### src/rtl/freq_test_engine.sv
// Streaming randomness checker: runs the monobit and block-frequency tests
// in parallel over one N_BITS-long sequence and reports flags plus raw statistics.
module freq_test_engine #(
    parameter int N_BITS     = 128,
    parameter int BLK_LEN    = 16,
    parameter int MONO_LIMIT = 29,
    parameter int BF_LIMIT   = 321,
    localparam int OW = $clog2(N_BITS + 1),
    localparam int CW = $clog2(N_BITS * BLK_LEN + 1)
) (
    input  logic          clk,
    input  logic          rst,
    input  logic          start,
    input  logic          bit_in,
    input  logic          bit_valid,
    output logic          bit_ready,
    output logic          busy,
    output logic          done,
    output logic          result_valid,
    output logic          mono_pass,
    output logic          block_pass,
    output logic [OW-1:0] ones_count,
    output logic [CW-1:0] chi_sum
);

    // state   | meaning
    // IDLE    | waiting for start, bit input closed
    // COLLECT | accepting bits, accumulating ones and block statistics
    // EVAL    | single cycle: compare statistics against limits, latch results
    // DONE    | results held until next start
    typedef enum logic [1:0] {S_IDLE, S_COLLECT, S_EVAL, S_DONE} state_t;

    localparam int BW = $clog2(BLK_LEN);
    localparam int KW = $clog2(BLK_LEN + 1) + 1;

    state_t        state, state_nx;
    logic [OW-1:0] bit_cnt, ones;
    logic [BW-1:0] blk_cnt;
    logic [KW-2:0] blk_ones, blk_sum;
    logic [KW-1:0] blk_two, blk_dev;
    logic [CW-1:0] chi_acc, blk_sq;
    logic [OW:0]   two_ones, s_mag;
    logic          accept, last_bit, blk_end, clear_run, mono_ok, block_ok;

    assign clear_run = start && (state != S_EVAL);
    assign accept    = (state == S_COLLECT) && bit_valid && !start;
    assign last_bit  = bit_cnt == OW'(N_BITS - 1);
    assign blk_end   = blk_cnt == BW'(BLK_LEN - 1);

    // Squares and |S| are formed from magnitudes, so no signed arithmetic is needed.
    always_comb begin
        blk_sum  = blk_ones + (KW-1)'(bit_in);
        blk_two  = {blk_sum, 1'b0};
        blk_dev  = (blk_two >= KW'(BLK_LEN)) ? blk_two - KW'(BLK_LEN) : KW'(BLK_LEN) - blk_two;
        blk_sq   = CW'(blk_dev) * CW'(blk_dev);
        two_ones = {ones, 1'b0};
        s_mag    = (two_ones >= (OW+1)'(N_BITS)) ? two_ones - (OW+1)'(N_BITS)
                                                 : (OW+1)'(N_BITS) - two_ones;
        mono_ok  = 32'(s_mag) <= 32'(MONO_LIMIT);
        block_ok = 32'(chi_acc) <= 32'(BF_LIMIT);
    end

    always_ff @(posedge clk or posedge rst) begin
        if (rst) state <= S_IDLE;
        else     state <= state_nx;
    end

    always_comb begin
        state_nx  = state;
        bit_ready = 1'b0;
        busy      = 1'b0;
        case (state)
            S_IDLE, S_DONE: if (start) state_nx = S_COLLECT;
            S_COLLECT: begin
                bit_ready = 1'b1;
                busy      = 1'b1;
                if (accept && last_bit) state_nx = S_EVAL;
            end
            S_EVAL: begin
                busy     = 1'b1;
                state_nx = S_DONE;
            end
            default: state_nx = S_IDLE;
        endcase
    end

    always_ff @(posedge clk or posedge rst) begin
        if (rst) begin
            bit_cnt      <= '0;
            blk_cnt      <= '0;
            blk_ones     <= '0;
            ones         <= '0;
            chi_acc      <= '0;
            done         <= 1'b0;
            result_valid <= 1'b0;
            mono_pass    <= 1'b0;
            block_pass   <= 1'b0;
            ones_count   <= '0;
            chi_sum      <= '0;
        end else begin
            done <= 1'b0;
            if (clear_run) begin
                bit_cnt      <= '0;
                blk_cnt      <= '0;
                blk_ones     <= '0;
                ones         <= '0;
                chi_acc      <= '0;
                result_valid <= 1'b0;
                mono_pass    <= 1'b0;
                block_pass   <= 1'b0;
            end else if (accept) begin
                ones    <= ones + OW'(bit_in);
                bit_cnt <= bit_cnt + OW'(1);
                blk_cnt <= blk_cnt + BW'(1);
                if (blk_end) begin
                    chi_acc  <= chi_acc + blk_sq;
                    blk_ones <= '0;
                end else begin
                    blk_ones <= blk_sum;
                end
            end else if (state == S_EVAL) begin
                mono_pass    <= mono_ok;
                block_pass   <= block_ok;
                ones_count   <= ones;
                chi_sum      <= chi_acc;
                result_valid <= 1'b1;
                done         <= 1'b1;
            end
        end
    end

endmodule

### config.mk
export PLATFORM = sky130hd
export DESIGN_NAME = freq_test_engine
export DESIGN_NICKNAME = d
export VERILOG_FILES = /design/src/rtl/freq_test_engine.sv
export SDC_FILE = /design/constraint.sdc
export NUM_CORES = 1
export LEC_CHECK = 0
export CORE_MARGIN = 2
export CORE_UTILIZATION = 45
export CTS_BUF_LIST = sky130_fd_sc_hd__clkbuf_8
export DETAILED_ROUTE_END_ITERATION = 8
export PLACE_DENSITY = 0.73
export SYNTH_ARGS = -nofsm -noshare
export SYNTH_HDL_FRONTEND = slang
export SYNTH_SLANG_ARGS = --single-unit
### constraint.sdc
create_clock -name clk -period 7.08 [get_ports clk]
set_clock_uncertainty 0.15 [all_clocks]
set_input_delay 1.77 -clock clk [delete_from_list [all_inputs] [get_ports clk]]
set_output_delay 1.77 -clock clk [all_outputs]
set_load 0.05 [all_outputs]
==> summary.txt, run 1 <==
Floorplan
  – Die Outline Area: 8830 um2
  – Number of cell rows: 32
  – Initial standard-cell utilization of the core: 0.469
  – Chip Height: 94.0 um
  – Placeable core area: 7770 um2
  – Horiz. Die Dim: 94.0 um
  – Io pins: 31

Hold path
  – Class of the worst hold path: flop to flop

CTS
  – Number of buffers between clock root and the deepest sink: 2
  – Root Buffer: sky130_fd_sc_hd__clkbuf_8
  – Total of hold buffers inserted after clock tree synthesis: 0
  – Clock insertion delay at the later pin of the skew report: 0.33 ns
  – Clock Pin Slew Worst Setup and Hold Paths: 0.07 ns
  – Clock Sink Count: 59
  – Clock tree from TritonCTS: yes
  – TritonCTS Buffers: 9
  – H-tree lvl count: 3

Pwr
  – Clock group share of total power: 0.231
  – Relative contribution of combinational cells to total power: 0.482
  – Sequential fraction of design power: 0.287
  – Switching power share of the total: 0.381
  – Overall power after layout: 1.33 mW
  – Total power per unit cell area: 299 nW/um2
  – Maximum vdd drop: 0.162 mV
  – Internal Dissipation: 0.821 mW
  – Switching component of the power: 0.505 mW
  – Leakage power: 2.09 nW

Yosys
  – Cell taking the most area after synthesis: sky130_fd_sc_hd__dfrtp_1
  – Count of flip-flops with a built-in enable after synthesis: 0
  – Post-synth top flop: sky130_fd_sc_hd__dfrtp_1
  – Ranking of synthesized cells by area: sky130_fd_sc_hd__dfrtp_1 (41%), sky130_fd_sc_hd__ha_1 (9.6%), sky130_fd_sc_hd__mux2_2 (5.9%), sky130_fd_sc_hd__fa_1 (4.9%), sky130_fd_sc_hd__inv_1 (3.8%)
  – Syn Area/Cell: 9.81 um2
  – Total of flip-flops plus latches after synthesis: 59
  – Combined area of all synthesized cells: 3640 um2
  – Sequential share of the synthesized area: 0.405
  – Share of Yosys cell area claimed by the top area cell type: 0.405
  – Share of flip-flops with an asynchronous set or reset after synthesis: 1.00
  – Count of synthesis-stage warnings from yosys: 0
  – Netlist cell types: 56
  – Gate Count Post-Synth: 371

Worst setup path
  – Crit path required time: 7.17 ns
  – Timing endpoint of the critical path: chi_acc[11]
  – Delay-heaviest family, CP: adder cells
  – Startpoint Class: primary input
  – Arrival time worst endpoint: 6.63 ns
  – Setup slack of the worst register-to-register path: 1.73 ns
  – Critical path class: primary input to flop
  – Max incr delay on CP: 0.49 ns
  – Critical R2R Launch: blk_ones[0]
  – Endpoint type of the worst setup path: flop
  – Critical path buffers and inverters: 5
  – Most used cell, CP: sky130_fd_sc_hd__fa_1
  – Critical-path cell with the highest stage delay: sky130_fd_sc_hd__fa_1
  – Levels on crit path: 24
  – Cell-by-cell listing of the critical path: dlymetal6s2s_1 -> ha_2 -> ha_4 -> nand3_2 -> xor2_2 -> ha_2 -> buf_6 -> and4_1 -> a221o_1 -> nor2_2 -> inv_2 -> fa_1 -> xnor2_1 -> xnor2_1 -> fa_1 -> fa_1 -> inv_1 -> ha_1 -> buf_4 -> a311o_1 -> o22ai_2 -> xnor2_2 -> and3_4 -> o31ai_2
  – Critical Path Source: bit_in
  – Number of cells on the worst reg-to-reg path: 23
  – Largest fanout of any net on the critical path: 8
  – Worst R2R End: chi_acc[11]

Global route
  – Maximum number of pins on one net before global-route repair: 60
  – Overflow after GRT: 0
  – Global-route wire length before repair: 12700 um
  – Number of antenna violations at the first check in global routing: 0
  – Number of global-route vias before repair: 2742
  – Combined global-route utilization of all metal layers: 0.184

Timing
  – Setup repair after global routing missed its margin: no
  – Slew Limit Headroom: 0.515
  – Post-route setup TNS: 0 ns
  – Slew @ Worst Pin: 0.728 ns
  – Hold slack final: 0.354 ns
  – Hold violation count in the final report: 0
  – Post-layout minimum cycle time: 6.54 ns
  – Final worst-path setup slack: 0.539 ns
  – Peak Freq: 0.153 GHz
  – Post-route clock period utilization: 0.924
  – Pins over their slew limit: 0
  – Setup violations, final: 0

Route
  – Via count of the routed design: 2731
  – Count of TritonRoute iterations in the first routing pass: 4
  – Total wire length after detailed routing: 7310 um
  – Violation count after the first detailed-routing iteration: 92
  – Post-route ant nets: 0
  – Residual DRC count: 0
  – Vias per inst: 5.19
  – Average wire per cell in the routed design: 13.9 um

Placed design
  – Total half-perimeter wirelength after legalization and detailed placement: 5370 um
  – Quantity of I/O buffers inserted on ports: 28
  – Placement Setup Slack: -0.347 ns
  – GP Congestion: 0.862
  – Count of placed standard cells including taps: 508

Cells and area
  – Layout cells sized above 1: 0.196
  – Post-layout net count: 462
  – Area Overhead vs Synth: 21.7%
  – # diodes: 0
  – Final std cells w/o fill: 526

Run
  – Max-cap violations: 0

Outcome
  – Run status: completed
through the flow:
stage,instance area [um2],util
2_1_floorplan,3640,-
3_3_place_gp,4130,0.532
3_5_place_dp,4130,0.532
4_1_cts,4340,0.559
5_1_grt,4430,0.570
6_report,4430,0.570
synthesized netlist by cell type, drive strengths merged, types with 2 or more instances:
library cell / instances
nand2: 35
dfrtp: 59
buf: 7
o22ai: 2
o21ai: 17
a22o: 6
nand3: 10
nor3: 3
a311o: 2
xor2: 13
mux2: 19
a31oi: 2
nor4: 2
o31ai: 3
a21oi: 21
fa: 9
inv: 39
nand2b: 4
nor2b: 4
ha: 28
conb: 2
clkbuf: 8
or2: 4
and2: 3
nand4: 5
nor2: 26
a211oi: 2
or3: 7
xnor2: 12
logic make-up after synthesis:
family	synth area share
AOI/OAI and AO/OA	0.113
xor gates and xnor gates	0.0663
adders and majority gates	0.148
buffers and inverters	0.0612
DFF	0.405
muxes	0.0615
other	0.00206
and+or+nand+nor	0.142
worst reg2reg max path, cell delays in order (launching register included):
cell and delay (ns):
sky130_fd_sc_hd__dfrtp_1 0.39, sky130_fd_sc_hd__ha_2 0.21, sky130_fd_sc_hd__ha_4 0.22, sky130_fd_sc_hd__inv_2 0.05, sky130_fd_sc_hd__ha_2 0.19, sky130_fd_sc_hd__inv_1 0.07
sky130_fd_sc_hd__or2_1 0.25, sky130_fd_sc_hd__and4_1 0.16, sky130_fd_sc_hd__a221o_1 0.30, sky130_fd_sc_hd__nor2_2 0.15, sky130_fd_sc_hd__inv_2 0.05, sky130_fd_sc_hd__fa_1 0.46
sky130_fd_sc_hd__xnor2_1 0.20, sky130_fd_sc_hd__xnor2_1 0.11, sky130_fd_sc_hd__fa_1 0.38, sky130_fd_sc_hd__fa_1 0.49, sky130_fd_sc_hd__inv_1 0.04, sky130_fd_sc_hd__ha_1 0.29
sky130_fd_sc_hd__buf_4 0.15, sky130_fd_sc_hd__a311o_1 0.34, sky130_fd_sc_hd__o22ai_2 0.19, sky130_fd_sc_hd__xnor2_2 0.10, sky130_fd_sc_hd__and3_4 0.19, sky130_fd_sc_hd__o31ai_2 0.16
final cells by class:
class	instances	area [um2]
Fill cell	704	3340
Clock buffer	11	151
Timing Repair Buffer	52	467
Sequential cell	59	1480
Clock inverter	4	50.0
Inverter	39	146
Multi-Input combinational cell	259	2010
Tap cell	102	128
placed cells by master, fill, tap and decap left out, types with 16 or more instances in the layout:
cell type,synthesis,routed
sky130_fd_sc_hd__dfrtp_1,59,59
sky130_fd_sc_hd__nand2_1,35,35
sky130_fd_sc_hd__inv_1,37,34
sky130_fd_sc_hd__clkdlybuf4s50_1,0,27
sky130_fd_sc_hd__nor2_1,26,25
sky130_fd_sc_hd__ha_1,28,24
sky130_fd_sc_hd__buf_4,2,23
sky130_fd_sc_hd__a21oi_1,21,20
sky130_fd_sc_hd__mux2_2,19,19
sky130_fd_sc_hd__o21ai_0,16,16
power by group through the flow:
stage	sequential (mW)	clock, mW	combinational, mW
floorplan	0.419	0	0.413
global placement	0.386	0	0.617
CTS	0.381	0.314	0.642
global route	0.385	0.330	0.710
detailed placement	0.387	0	0.635
finish	0.381	0.306	0.639
state kept, by name, indices dropped and copies added, names as in the netlist:
name	count
ones	8
blk_ones	5
state	2
ones_count	8
blk_cnt	4
mono_pass	1
bit_cnt	8
chi_sum	10
block_pass	1
done	1
result_valid	1
chi_acc	10
worst min path at each step:
stage,slack (ns),cells past startpoint,start,to
after floorplan,0.33,1,blk_ones[0],blk_ones[0]
after global routing,0.38,1,ones_count[3],ones_count[3]
final,0.35,1,ones_count[7],ones_count[7]
after detailed placement,0.35,1,ones_count[7],ones_count[7]
after global placement,0.34,1,ones_count[7],ones_count[7]
after CTS,0.36,1,ones_count[7],ones_count[7]
per-layer routing:
metal / wire, um / global-route usage / vias up
met4: 120 / 0.0664 / 0
li1: - / - / 1347
met5: 0 / 0 / -
met3: 184 / 0.0353 / 10
met1: 3520 / 0.257 / 1332
met2: 3480 / 0.285 / 42
timing repair:
item	CTS	global route
buffers inserted	0	3
resized for setup	1	16
setup endpoints to repair	1	4
pin swaps	0	13
(Power assumes the default switching activity.)
==> inputs of run 2 (changes only) <==
--- a/config.mk
+++ b/config.mk
@@ -9,6 +9,8 @@
 export CORE_UTILIZATION = 45
 export CTS_BUF_LIST = sky130_fd_sc_hd__clkbuf_8
 export DETAILED_ROUTE_END_ITERATION = 8
+export GPL_ROUTABILITY_DRIVEN = 1
+export HOLD_SLACK_MARGIN = 0.05
 export PLACE_DENSITY = 0.73
 export SYNTH_ARGS = -nofsm -noshare
 export SYNTH_HDL_FRONTEND = slang
==> results of run 2 <==
No change in the layout: final DEF, timing and power equal those of run 1.
==> inputs of run 3 (changes only) <==
--- a/config.mk
+++ b/config.mk
@@ -5,9 +5,10 @@
 export SDC_FILE = /design/constraint.sdc
 export NUM_CORES = 1
 export LEC_CHECK = 0
+export CAP_MARGIN = 15
 export CORE_MARGIN = 2
 export CORE_UTILIZATION = 45
-export CTS_BUF_LIST = sky130_fd_sc_hd__clkbuf_8
+export CTS_BUF_LIST = sky130_fd_sc_hd__clkbuf_4
 export DETAILED_ROUTE_END_ITERATION = 8
 export GPL_ROUTABILITY_DRIVEN = 1
 export HOLD_SLACK_MARGIN = 0.05
==> run 3 against run 2 <==
  * First-iteration DRC count fell by 4.3%
  * Clock-buffer cell count is 2 lower
  * Clock power fell by 27%
  * Critical path depth unchanged
  * Utilization fell by 1.3 points
  * Power fell by 6.2%
  * Combinational power is essentially flat
  * Fmax shrank 4.2%
  * Sequential power about the same
  * Critical endpoint unchanged
==> summary.txt, run 3 (synthesis results as in run 1) <==
Outcome
  – Run status: completed

Worst setup path
  – Setup slack of the worst register-to-register path: 1.70 ns
  – Endpoint type of the worst setup path: flop
  – Startpoint Class: primary input
  – Arrival time worst endpoint: 6.99 ns
  – Critical path class: primary input to flop
  – Number of cells on the worst reg-to-reg path: 23
  – Critical R2R Launch: blk_ones[0]
  – Timing endpoint of the critical path: chi_acc[11]
  – Crit path required time: 7.24 ns
  – Worst R2R End: chi_acc[11]
  – Largest fanout of any net on the critical path: 3
  – Critical Path Source: bit_in

Timing
  – Pins over their slew limit: 0
  – Post-layout minimum cycle time: 6.83 ns
  – Final worst-path setup slack: 0.250 ns
  – Post-route setup TNS: 0 ns
  – Setup violations, final: 0
  – Hold violation count in the final report: 0
  – Slew Limit Headroom: 0.514
  – Peak Freq: 0.146 GHz
  – Post-route clock period utilization: 0.965
  – Slew @ Worst Pin: 0.730 ns

Route
  – Count of TritonRoute iterations in the first routing pass: 4
  – Residual DRC count: 0
  – Violation count after the first detailed-routing iteration: 88
  – Average wire per cell in the routed design: 13.9 um
  – Total wire length after detailed routing: 7280 um
  – Vias per inst: 5.20
  – Post-route ant nets: 0
  – Via count of the routed design: 2729

Global route
  – Number of global-route vias before repair: 2707
  – Combined global-route utilization of all metal layers: 0.182
  – Maximum number of pins on one net before global-route repair: 60
  – Overflow after GRT: 0
  – Number of antenna violations at the first check in global routing: 0
  – Global-route wire length before repair: 12600 um

Cells and area
  – Post-layout net count: 461
  – Area Overhead vs Synth: 18.9%
  – # diodes: 0
  – Biggest registers after layout: chi_acc (10), chi_sum (10)
  – Commonest non-fill, non-tap cell in the layout: sky130_fd_sc_hd__dfrtp_1
  – Layout cells sized above 1: 0.182
  – Leading cell types in the layout, fill and taps excluded: sky130_fd_sc_hd__dfrtp_1 (59), sky130_fd_sc_hd__nand2_1 (35), sky130_fd_sc_hd__inv_1 (35)

Hold path
  – Class of the worst hold path: flop to flop

CTS
  – Root Buffer: sky130_fd_sc_hd__clkbuf_4
  – TritonCTS Buffers: 9
  – Number of buffers between clock root and the deepest sink: 2
  – Total of hold buffers inserted after clock tree synthesis: 0
  – H-tree lvl count: 3
  – Clock insertion delay at the later pin of the skew report: 0.40 ns
  – Clock Sink Count: 59
  – Clock Pin Slew Worst Setup and Hold Paths: 0.10 ns
  – Clock tree from TritonCTS: yes

Floorplan
  – Placeable core area: 7770 um2
  – Die Outline Area: 8830 um2
  – Chip Height: 94.0 um
  – Io pins: 31
  – Horiz. Die Dim: 94.0 um
  – Number of cell rows: 32
  – Initial standard-cell utilization of the core: 0.469

Pwr
  – Maximum vdd drop: 0.162 mV
  – Leakage power: 2.04 nW
  – Total power per unit cell area: 287 nW/um2

Run
  – Max-cap violations: 0

Placed design
  – Placement Setup Slack: -0.347 ns
  – Total half-perimeter wirelength after legalization and detailed placement: 5370 um
  – Quantity of I/O buffers inserted on ports: 28
  – GP Congestion: 0.862
-- run 3: cell types whose count changed in the layout (fill, tap and decap cells not counted) --
cell / previous run / this run
sky130_fd_sc_hd__clkinv_1: 0 / 2
sky130_fd_sc_hd__inv_1: 34 / 35
sky130_fd_sc_hd__and3_1: 0 / 1
sky130_fd_sc_hd__dlymetal6s2s_1: 1 / 0
sky130_fd_sc_hd__nand3_2: 1 / 0
sky130_fd_sc_hd__nand3_1: 9 / 10
sky130_fd_sc_hd__clkdlybuf4s50_1: 27 / 28
sky130_fd_sc_hd__clkbuf_4: 0 / 9
sky130_fd_sc_hd__buf_6: 1 / 0
sky130_fd_sc_hd__inv_2: 5 / 4
sky130_fd_sc_hd__and3_4: 1 / 0
sky130_fd_sc_hd__clkbuf_8: 11 / 0
-- run 3: final cells by class --
| cell class | count | area (um2) |
|---|---|---|
| Clock buffer | 9 | 67.6 |
| Clock inverter | 6 | 57.6 |
| Fill cell | 720 | 3440 |
| Inverter | 39 | 146 |
| Multi-Input combinational cell | 259 | 2000 |
| Sequential cell | 59 | 1480 |
| Tap cell | 102 | 128 |
| Timing Repair Buffer | 51 | 453 |
-- run 3: metrics by stage --
step / hold slack (ns) / utilization / power (mW) / cell area (um2) / std cells
6_report: 0.362 / 0.558 / 1.24 / 4330 / 525
5_1_grt: 0.391 / 0.558 / 1.34 / 4330 / 525
4_1_cts: 0.369 / 0.548 / 1.25 / 4260 / 523
3_5_place_dp: 0.345 / 0.532 / 1.02 / 4130 / 508
3_3_place_gp: 0.342 / 0.532 / 1.00 / 4130 / 508
2_1_floorplan: 0.327 / - / 0.832 / 3640 / 372
-- run 3: repair_timing --
item / in CTS / in global routing
setup buffers: 0 / 2
endpoints found under the hold margin: 0 / 0
endpoints found under the setup margin: 0 / 4
gates resized for setup: 0 / 12
-- run 3: worst max-delay path: stages --
cell and delay [ns]:
sky130_fd_sc_hd__clkdlybuf4s50_1 0.49, sky130_fd_sc_hd__ha_2 0.21, sky130_fd_sc_hd__ha_4 0.20, sky130_fd_sc_hd__inv_2 0.05
sky130_fd_sc_hd__ha_2 0.18, sky130_fd_sc_hd__inv_1 0.07, sky130_fd_sc_hd__or2_1 0.24, sky130_fd_sc_hd__and4_1 0.21
sky130_fd_sc_hd__a221o_1 0.30, sky130_fd_sc_hd__nor2_2 0.13, sky130_fd_sc_hd__inv_1 0.06, sky130_fd_sc_hd__fa_1 0.45
sky130_fd_sc_hd__xnor2_1 0.18, sky130_fd_sc_hd__xnor2_1 0.11, sky130_fd_sc_hd__fa_1 0.38, sky130_fd_sc_hd__fa_1 0.49
sky130_fd_sc_hd__inv_1 0.04, sky130_fd_sc_hd__ha_1 0.29, sky130_fd_sc_hd__buf_4 0.15, sky130_fd_sc_hd__a311o_1 0.34
sky130_fd_sc_hd__o22ai_2 0.19, sky130_fd_sc_hd__xnor2_2 0.10, sky130_fd_sc_hd__and3_1 0.20, sky130_fd_sc_hd__o31ai_2 0.16
-- run 3: per-layer routing --
layer / vias to the layer above / global-route usage / wire length [um]
li1: 1346 / - / -
met4: 0 / 0.0664 / 124
met5: - / 0 / 0
met1: 1320 / 0.257 / 3520
met3: 11 / 0.0353 / 209
met2: 52 / 0.278 / 3420
-- run 3: worst min-delay path by stage --
stage | startpoint | endpoint | slack, ns | cells past startpoint
2_1_floorplan | blk_ones[0] | blk_ones[0] | 0.33 | 1
3_3_place_gp | ones_count[7] | ones_count[7] | 0.34 | 1
3_5_place_dp | ones_count[7] | ones_count[7] | 0.35 | 1
4_1_cts | ones_count[7] | ones_count[7] | 0.37 | 1
5_1_grt | ones_count[3] | ones_count[3] | 0.39 | 1
6_report | ones_count[7] | ones_count[7] | 0.36 | 1
-- run 3: power by group --
group          total (mW)  internal [mW]  switching (mW)
sequential          0.381          0.361          0.0193
clock               0.223          0.103           0.120
combinational       0.640          0.280           0.360
